==> src/rtl/isa_pkg.sv <==
`default_nettype none
// ============================================================================
// Module   : isa_pkg
// Brief    : Opcode constants, two-word opcode decode and fetch FSM states.
// Revision : 1.0
// ============================================================================
package isa_pkg;

    localparam int OPC_W = 5;

    localparam logic [OPC_W-1:0] OP_NOP = 5'd0;
    localparam logic [OPC_W-1:0] OP_LDM = 5'd14;
    localparam logic [OPC_W-1:0] OP_JMP = 5'd19;
    localparam logic [OPC_W-1:0] OP_SHL = 5'd30;
    localparam logic [OPC_W-1:0] OP_SHR = 5'd31;

    typedef enum logic [1:0] {
        ST_FETCH = 2'd0,
        ST_IMM   = 2'd1,
        ST_DRAIN = 2'd2
    } fetch_state_e;

    // Opcodes whose immediate lives in the following memory word.
    function automatic logic is_two_word(input logic [OPC_W-1:0] op);
        return (op == OP_LDM) || (op == OP_SHL) || (op == OP_SHR);
    endfunction

endpackage
`default_nettype wire

==> src/rtl/pc_reg.sv <==
`default_nettype none
// ============================================================================
// Module   : pc_reg
// Brief    : Program counter with load (priority) and modulo-2^PC_W increment.
// Revision : 1.0
// ============================================================================
module pc_reg #(
    parameter int              PC_W     = 20,
    parameter logic [PC_W-1:0] RESET_PC = '0
) (
    input  logic            clk,
    input  logic            rst_n,
    input  logic            load_i,
    input  logic [PC_W-1:0] load_pc_i,
    input  logic            inc_i,
    output logic [PC_W-1:0] pc_o
);

    logic [PC_W-1:0] pc_q;
    logic [PC_W-1:0] pc_d;

    always_comb begin
        pc_d = pc_q;
        if (load_i) begin
            pc_d = load_pc_i;
        end else if (inc_i) begin
            pc_d = pc_q + {{(PC_W-1){1'b0}}, 1'b1};
        end
    end

    always_ff @(posedge clk or negedge rst_n) begin
        if (!rst_n) begin
            pc_q <= RESET_PC;
        end else begin
            pc_q <= pc_d;
        end
    end

    assign pc_o = pc_q;

endmodule
`default_nettype wire

==> src/rtl/fetch_unit.sv <==
`default_nettype none
// ============================================================================
// Module   : fetch_unit
// Brief    : Instruction fetch/issue stage with two-word assembly and redirect.
// Revision : 1.0
// ============================================================================
module fetch_unit
    import isa_pkg::*;
#(
    parameter int              PC_W     = 20,
    parameter int              INSTR_W  = 16,
    parameter logic [PC_W-1:0] RESET_PC = '0
) (
    input  logic               clk,
    input  logic               rst_n,
    output logic               imem_req,
    output logic [PC_W-1:0]    imem_addr,
    input  logic               imem_ack,
    input  logic [INSTR_W-1:0] imem_rdata,
    input  logic               stall,
    input  logic               redirect,
    input  logic [PC_W-1:0]    redirect_pc,
    output logic               instr_valid,
    output logic [OPC_W-1:0]   opcode,
    output logic [INSTR_W-1:0] instr,
    output logic [INSTR_W-1:0] imm,
    output logic [PC_W-1:0]    issue_pc
);

    fetch_state_e        state_q, state_d;
    logic                run_q;
    logic [PC_W-1:0]     pc;
    logic                pc_load, pc_inc;
    logic [INSTR_W-1:0]  first_q, first_d;
    logic [PC_W-1:0]     first_pc_q, first_pc_d;
    logic [PC_W-1:0]     drain_addr_q, drain_addr_d;

    logic                iv_q, iv_d;
    logic [INSTR_W-1:0]  iinstr_q, iinstr_d;
    logic [INSTR_W-1:0]  iimm_q, iimm_d;
    logic [PC_W-1:0]     ipc_q, ipc_d;

    logic                new_valid;
    logic [INSTR_W-1:0]  new_instr, new_imm;
    logic [PC_W-1:0]     new_pc;

    logic                w_slot_free;
    logic                w_ack;
    logic [OPC_W-1:0]    w_op;

    pc_reg #(
        .PC_W     (PC_W),
        .RESET_PC (RESET_PC)
    ) u_pc_reg (
        .clk       (clk),
        .rst_n     (rst_n),
        .load_i    (pc_load),
        .load_pc_i (redirect_pc),
        .inc_i     (pc_inc),
        .pc_o      (pc)
    );

    // Any completing fetch may produce an issue, so only request while the slot can take it.
    assign w_slot_free = !iv_q || !stall;
    assign imem_req    = (state_q == ST_DRAIN) ? 1'b1 : (run_q && w_slot_free);
    assign imem_addr   = (state_q == ST_DRAIN) ? drain_addr_q : pc;
    assign w_ack       = imem_req && imem_ack;
    assign w_op        = imem_rdata[INSTR_W-1 -: OPC_W];

    always_comb begin
        state_d      = state_q;
        first_d      = first_q;
        first_pc_d   = first_pc_q;
        drain_addr_d = drain_addr_q;
        pc_load      = 1'b0;
        pc_inc       = 1'b0;
        new_valid    = 1'b0;
        new_instr    = '0;
        new_imm      = '0;
        new_pc       = '0;
        if (redirect) begin
            pc_load = 1'b1;
            if (imem_req && !imem_ack) begin
                state_d = ST_DRAIN;
                if (state_q != ST_DRAIN) begin
                    drain_addr_d = pc;
                end
            end else begin
                state_d = ST_FETCH;
            end
        end else begin
            case (state_q)
                ST_FETCH: begin
                    if (w_ack) begin
                        pc_inc = 1'b1;
                        if (is_two_word(w_op)) begin
                            first_d    = imem_rdata;
                            first_pc_d = pc;
                            state_d    = ST_IMM;
                        end else begin
                            new_valid = 1'b1;
                            new_instr = imem_rdata;
                            new_pc    = pc;
                        end
                    end
                end
                ST_IMM: begin
                    if (w_ack) begin
                        pc_inc    = 1'b1;
                        new_valid = 1'b1;
                        new_instr = first_q;
                        new_imm   = imem_rdata;
                        new_pc    = first_pc_q;
                        state_d   = ST_FETCH;
                    end
                end
                ST_DRAIN: begin
                    if (imem_ack) begin
                        state_d = ST_FETCH;
                    end
                end
                default: state_d = ST_FETCH;
            endcase
        end
    end

    always_comb begin
        iv_d     = iv_q;
        iinstr_d = iinstr_q;
        iimm_d   = iimm_q;
        ipc_d    = ipc_q;
        if (redirect) begin
            iv_d     = 1'b0;
            iinstr_d = '0;
            iimm_d   = '0;
            ipc_d    = '0;
        end else if (w_slot_free) begin
            iv_d     = new_valid;
            iinstr_d = new_instr;
            iimm_d   = new_imm;
            ipc_d    = new_pc;
        end
    end

    always_ff @(posedge clk or negedge rst_n) begin
        if (!rst_n) begin
            state_q      <= ST_FETCH;
            run_q        <= 1'b0;
            first_q      <= '0;
            first_pc_q   <= '0;
            drain_addr_q <= '0;
            iv_q         <= 1'b0;
            iinstr_q     <= '0;
            iimm_q       <= '0;
            ipc_q        <= '0;
        end else begin
            state_q      <= state_d;
            run_q        <= 1'b1;
            first_q      <= first_d;
            first_pc_q   <= first_pc_d;
            drain_addr_q <= drain_addr_d;
            iv_q         <= iv_d;
            iinstr_q     <= iinstr_d;
            iimm_q       <= iimm_d;
            ipc_q        <= ipc_d;
        end
    end

    assign instr_valid = iv_q;
    assign opcode      = iinstr_q[INSTR_W-1 -: OPC_W];
    assign instr       = iinstr_q;
    assign imm         = iimm_q;
    assign issue_pc    = ipc_q;

endmodule
`default_nettype wire

==> config.mk <==
export PLATFORM = sky130hd
export DESIGN_NAME = fetch_unit
export DESIGN_NICKNAME = d
export VERILOG_FILES = /design/src/rtl/isa_pkg.sv /design/src/rtl/pc_reg.sv /design/src/rtl/fetch_unit.sv
export SDC_FILE = /design/constraint.sdc
export NUM_CORES = 1
export LEC_CHECK = 0
export CAP_MARGIN = 10
export CORE_UTILIZATION = 52
export CTS_CLUSTER_SIZE = 30
export DETAILED_ROUTE_END_ITERATION = 16
export PLACE_DENSITY = 0.86
export SYNTH_ARGS = -nofsm -noshare
export SYNTH_HDL_FRONTEND = slang
export SYNTH_SLANG_ARGS = --single-unit
==> constraint.sdc <==
create_clock -name clk -period 2.3 [get_ports clk]
set_clock_uncertainty 0.1 [all_clocks]
set_input_delay 0.46 -clock clk [delete_from_list [all_inputs] [get_ports clk]]
set_output_delay 0.46 -clock clk [all_outputs]
set_load 0.005 [all_outputs]
==> flow_summary.toml, run 1 <==
[timing]
drv_slew = 0
tightest_slew_ps = 788
rsz0062_at_grt = "yes"
worst_slack_ps = -29.3
max_freq_ghz = 0.429
hold-worst-slack_ps = 378
setup_violations = 7
max_slew_margin = 0.473
hold_violations = 0
timing.final.crit_share = 1.01
fin_crit_ps = 2330

[placed_design]
portBuffers = 119
hpwl_um = 10500
dpl_cell_area_mm2 = 0.00758
place_congestion = 0.841

[floorplanning]
dieArea_mm2 = 0.0119
num_rows = 38
core_area_mm2 = 0.0110
die-width_um = 109
die_h_um = 109
ioPinCount = 120
start_util = 0.542

[synth]
synthArstFlopShare = 1.00
syn_nets = 568
seq_area_frac_synth = 0.555
ys_top_cells_by_count = "dfrtp_1, mux2_2, nand2_1"
synthCells = 526
synth_edf_count = 0
synth_top_area_frac = 0.555
synth_cell_type_count = 48
yosysWarnings = 0
synth_ff_type = "dfrtp_1"
synth_area_leaders = "dfrtp_1, mux2_2, a22oi_1"
syn_area_per_cell_um2 = 11.3
synthesis.area_mm2 = 0.00595
yosys_register_bits = 132
synth_most_common_cell = "dfrtp_1"
yosysTopAreaCell = "dfrtp_1"

[worst_setup_path]
r2r_cells = 5
arrival_ps = 1770
path_class = "reg2out"
critical_path.cell_chain = "nor2b_4 -> buf_6 -> buf_6 -> mux2_4 -> buf_6"
crit_slowest_cell = "dfrtp_1"
r2r_slack_ps = 70
crit_top_cell = "buf_6"
cpPeakStageDelay_ps = 410
required_ps = 1740
path_max_fanout = 6
critPathLaunchType = "register"
worstSetupEndpointType = "primary output"
reg2reg_to = "u_pc_reg.pc_o[14]"
r2r-start = "state_q[1]"

[cells_and_area]
drive_gt1_frac = 0.280
fin_util = 0.760
design_area_mm2 = 0.00834
area_growth_pct = 40.2
fillers = 636
seq_area_mm2 = 0.00330
num_antenna_cells = 0
layout.nets = 719
multi_input_area_mm2 = 0.00251

[min_path]
hp-start = "first_q[12]"
hold_class = "reg2reg"
whs_path_depth = 1
min_to = "first_q[12]"

[global_route]
grt_max_degree = 45
antenna_found_initial = 0
grt_overflow = 0
grt_pass1_wl_um = 28600
grt_pass1_vias = 5418
grtUsageTotal = 0.325

[detailed_routing]
routed_wl_um = 18300
drt_iter0_markers = 516
ant_nets = 0
wl_per_cell_um = 22.0
vias = 5274
vias_per_cell = 6.35
firstDrtPassIters = 5
drc = 0

[clock_network]
ctsRootBufferMaster = "clkbuf_16"
tritoncts.num_buffers = 17
cts_max_level = 4
clk_path_buf_depth = 2
clk_pin_slew_ps = 60
clock_latency_ps = 430
tritoncts = "built"
clock-sinks = 132

[run]
max-cap-violations = 0

[power_and_ir_drop]
p_leak_nw = 3.81
ir_drop_uv = 616
power_density_mw_per_mm2 = 813

[outcome]
failed_checks = "setup timing"
status = "finished, violations left"
==> registers in the layout, indices dropped and copies added (netlist names) <==
name	flops
instr_valid	1
instr	16
drain_addr_q	20
issue_pc	20
first_pc_q	20
first_q	16
u_pc_reg.pc_o	20
run_q	1
state_q	2
imm	16
==> timing repair <==
item / in CTS / in global routing
setup buffers: 8 / 3
setup endpoints to repair: 27 / 37
resized for setup: 55 / 43
endpoints found under the hold margin: 30 / 0
cloned: 3 / 0
hold buffers: 1 / 0
pin swaps: 1 / 0
==> through the flow <==
stage,setup slack (ps),instances,TNS (ps),power [mW]
after detailed placement,-416,786,-33250,3.74
after floorplan,204,526,0,3.23
after global routing,-28.7,830,-173,7.00
final,-29.3,830,-103,6.79
after CTS,-118,830,-1160,6.71
after global placement,-353,786,-28130,3.68
==> final cells by class <==
class,instances,area share
flip-flops and latches,132,0.396
clock inverters,13,0.0247
clock buffers,19,0.0531
inverters,4,0.00180
multi-input cells,341,0.300
well taps,140,0.0210
repair buffers,181,0.203
==> critical path: cells and delay by family (launching register included) <==
kind | cells | cell delay [ps]
flip-flops | 1 | 410
multiplexers | 1 | 300
buffers and inverters | 3 | 420
AND/OR/NAND/NOR | 1 | 220
==> layout by cell type (no fill, tap or decap), types with 5 or more instances in the layout <==
master / count
a22o_1: 16
a22oi_1: 39
buf_12: 6
buf_4: 46
buf_6: 10
bufinv_16: 5
clkbuf_16: 17
clkbuf_2: 14
clkdlybuf4s50_1: 96
clkinvlp_4: 5
dfrtp_1: 131
mux2_2: 60
mux2_4: 9
mux2i_1: 7
nand2_1: 61
nand2b_1: 5
nand3_1: 43
nand4_1: 10
nor2_1: 8
nor2b_1: 5
nor4_1: 8
o21ai_0: 17
xor2_1: 5
==> layer usage <==
| metal | routed length [µm] | share of wire | track usage |
|---|---|---|---|
| met5 | 0 | 0 | 0 |
| met3 | 1500 | 0.082 | 0.0849 |
| met2 | 9080 | 0.50 | 0.531 |
| met4 | 618 | 0.034 | 0.165 |
| met1 | 7060 | 0.39 | 0.398 |
==> cell families (layout without fill, tap and decap cells) <==
group                      count (synthesis)  count (layout)  share of synthesized area
AOI/OAI and AO/OA                         89              89                      0.107
xor gates and xnor gates                   8               8                     0.0118
adders and majority gates                  1               1                    0.00210
buffers and inverters                     54             217                     0.0408
DFF                                      132             132                      0.555
muxes                                     76              76                      0.142
other                                      1               1                   0.000630
and+or+nand+nor                          165             166                      0.140
==> how the worst max path moves through the flow <==
stage	start	end	slack (ps)
after floorplan	stall	u_pc_reg.pc_o[14]	200
after CTS	state_q[0]	imem_addr[0]	-120
final	state_q[0]	imem_addr[3]	-30
after detailed placement	stall	first_pc_q[17]	-420
after global routing	state_q[0]	imem_addr[18]	-30
after global placement	stall	first_pc_q[17]	-350
==> report_power, final <==
group          internal [mW]  switching (mW)  total, mW
sequential              2.60           0.214       2.81
combinational          0.530           0.441      0.970
clock                   1.95            1.06       3.00
No activity file was read; power rests on OpenSTA's default activity.
==> run 2: changes to the inputs <==
- CORE_MARGIN: not set -> 2
==> flow_summary.toml, run 2 (same netlist as run 1, synthesis figures left out) <==
[cells_and_area]
seq_area_mm2 = 0.00330
final_common_cell = "dfrtp_1"
area_growth_pct = 42.0
layout.nets = 726
fillers = 688
drive_gt1_frac = 0.286
final_cell_mix = "dfrtp_1, clkdlybuf4s50_1, nand2_1"
num_antenna_cells = 0
stdcell_count = 840
multi_input_area_mm2 = 0.00252

[timing]
setup_violations = 10
max_slew_margin = 0.544
max_freq_ghz = 0.417
hold_violations = 0
tightest_slew_ps = 683
rsz0062_at_grt = "yes"
worst_slack_ps = -99.5
timing.final.crit_share = 1.04
drv_slew = 0
fin_crit_ps = 2400

[clock_network]
clock_latency_ps = 420
tritoncts = "built"
ctsRootBufferMaster = "clkbuf_16"
clk_path_buf_depth = 2
tritoncts.num_buffers = 17
cts_max_level = 4
clk_pin_slew_ps = 60
clock-sinks = 132

[floorplanning]
die_h_um = 111
core_area_mm2 = 0.0113
num_rows = 39
die-width_um = 111
start_util = 0.528
dieArea_mm2 = 0.0123
ioPinCount = 120

[placed_design]
hpwl_um = 10300
pre_cts_slack_ps = -379
place_congestion = 0.895
portBuffers = 119
numPlacedInstances = 789

[detailed_routing]
drc = 0
ant_nets = 0
drt_iter0_markers = 541
firstDrtPassIters = 7
routed_wl_um = 17600
wl_per_cell_um = 21.0
vias = 5126
vias_per_cell = 6.10

[worst_setup_path]
critPathLaunchType = "register"
worstSetupEndpointType = "primary output"
arrival_ps = 1840
critPathBufInv = 5
r2r_slack_ps = 80
path_class = "reg2out"
critical_path.cell_chain = "nor2b_4 -> buf_6 -> buf_6 -> buf_6 -> buf_6 -> mux2_4 -> buf_6"
path_max_fanout = 5
crit_top_cell = "buf_6"
cpPeakStageDelay_ps = 410
critPathTopFamily = "buffers and inverters"
crit_slowest_cell = "dfrtp_1"
required_ps = 1740

[power_and_ir_drop]
power_density_mw_per_mm2 = 748
p_leak_nw = 3.86
ir_drop_uv = 427

[min_path]
hold_class = "reg2reg"

[global_route]
grtUsageTotal = 0.287
grt_max_degree = 53
grt_overflow = 0
grt_pass1_vias = 5370
grt_pass1_wl_um = 28100
antenna_found_initial = 0

[outcome]
status = "finished, violations left"
failed_checks = "setup timing"

[run]
max-cap-violations = 0
## run 2: cell types whose count changed in the layout (fill, tap and decap cells not counted), sizes merged, moves of 5 or more
cell    previous run  this run
buf               67        83
clkbuf            33        25
bufinv             5         0
inv                4         9
## run 2: path summary, 6_finish.rpt
path	endpoint	cells past startpoint	from
hold / removal	first_q[13]	1	first_q[13]
min in group asynchronous	first_q[15]	2	rst_n
max in group asynchronous	u_pc_reg.pc_o[16]	3	rst_n
setup reg to reg	drain_addr_q[17]	7	state_q[1]
hold reg to reg	first_q[13]	1	first_q[13]
setup / recovery	imem_addr[7]	7	state_q[0]
## run 2: metrics by stage
stage	setup TNS (ps)	util	power, mW	hold slack [ps]	area, µm²
3_5_place_dp	-35780	0.673	3.76	354	7590
4_1_cts	-1110	0.746	6.30	371	8410
5_1_grt	-906	0.750	6.57	398	8450
2_1_floorplan	0	-	3.23	64.4	5950
6_report	-363	0.750	6.32	378	8450
3_3_place_gp	-29650	0.673	3.69	350	7590
## run 2: cell type report
| class | instances | share of cell area |
|---|---|---|
| Clock inverter | 13 | 0.0116 |
| Timing Repair Buffer | 189 | 0.224 |
| Sequential cell | 132 | 0.391 |
| Multi-Input combinational cell | 340 | 0.298 |
| Tap cell | 143 | 0.0212 |
| Clock buffer | 19 | 0.0524 |
| Inverter | 4 | 0.00178 |
## run 2: routing by layer
| metal | vias up | wire [µm] | global-route usage |
|---|---|---|---|
| met5 | - | 0 | 0 |
| met4 | 0 | 706 | 0.128 |
| met3 | 73 | 1420 | 0.0837 |
| met2 | 303 | 8670 | 0.464 |
| met1 | 2529 | 6850 | 0.361 |
| li1 | 2221 | - | - |
## run 2: where the power goes
part | leakage (nW) | switching [mW] | internal [mW] | total (mW)
clock | 0.257 | 1.04 | 1.42 | 2.46
combinational | 1.89 | 0.467 | 0.605 | 1.07
sequential | 1.71 | 0.190 | 2.60 | 2.79
total | 3.86 | 1.70 | 4.62 | 6.32
## run 2: repair_timing
item                                    CTS  global route
hold endpoints to repair                 45             0
buffers inserted                         15             3
pin swaps                                 0             0
hold buffers                              1             0
cloned                                    2             1
gates resized for setup                 101            24
endpoints found under the setup margin   21            54
==> run 3: changes to the inputs <==
- ABC_CLOCK_PERIOD_IN_PS: not set -> 2300
==> results of run 3 <==
Final layout, timing and power as in run 2 (identical DEF).
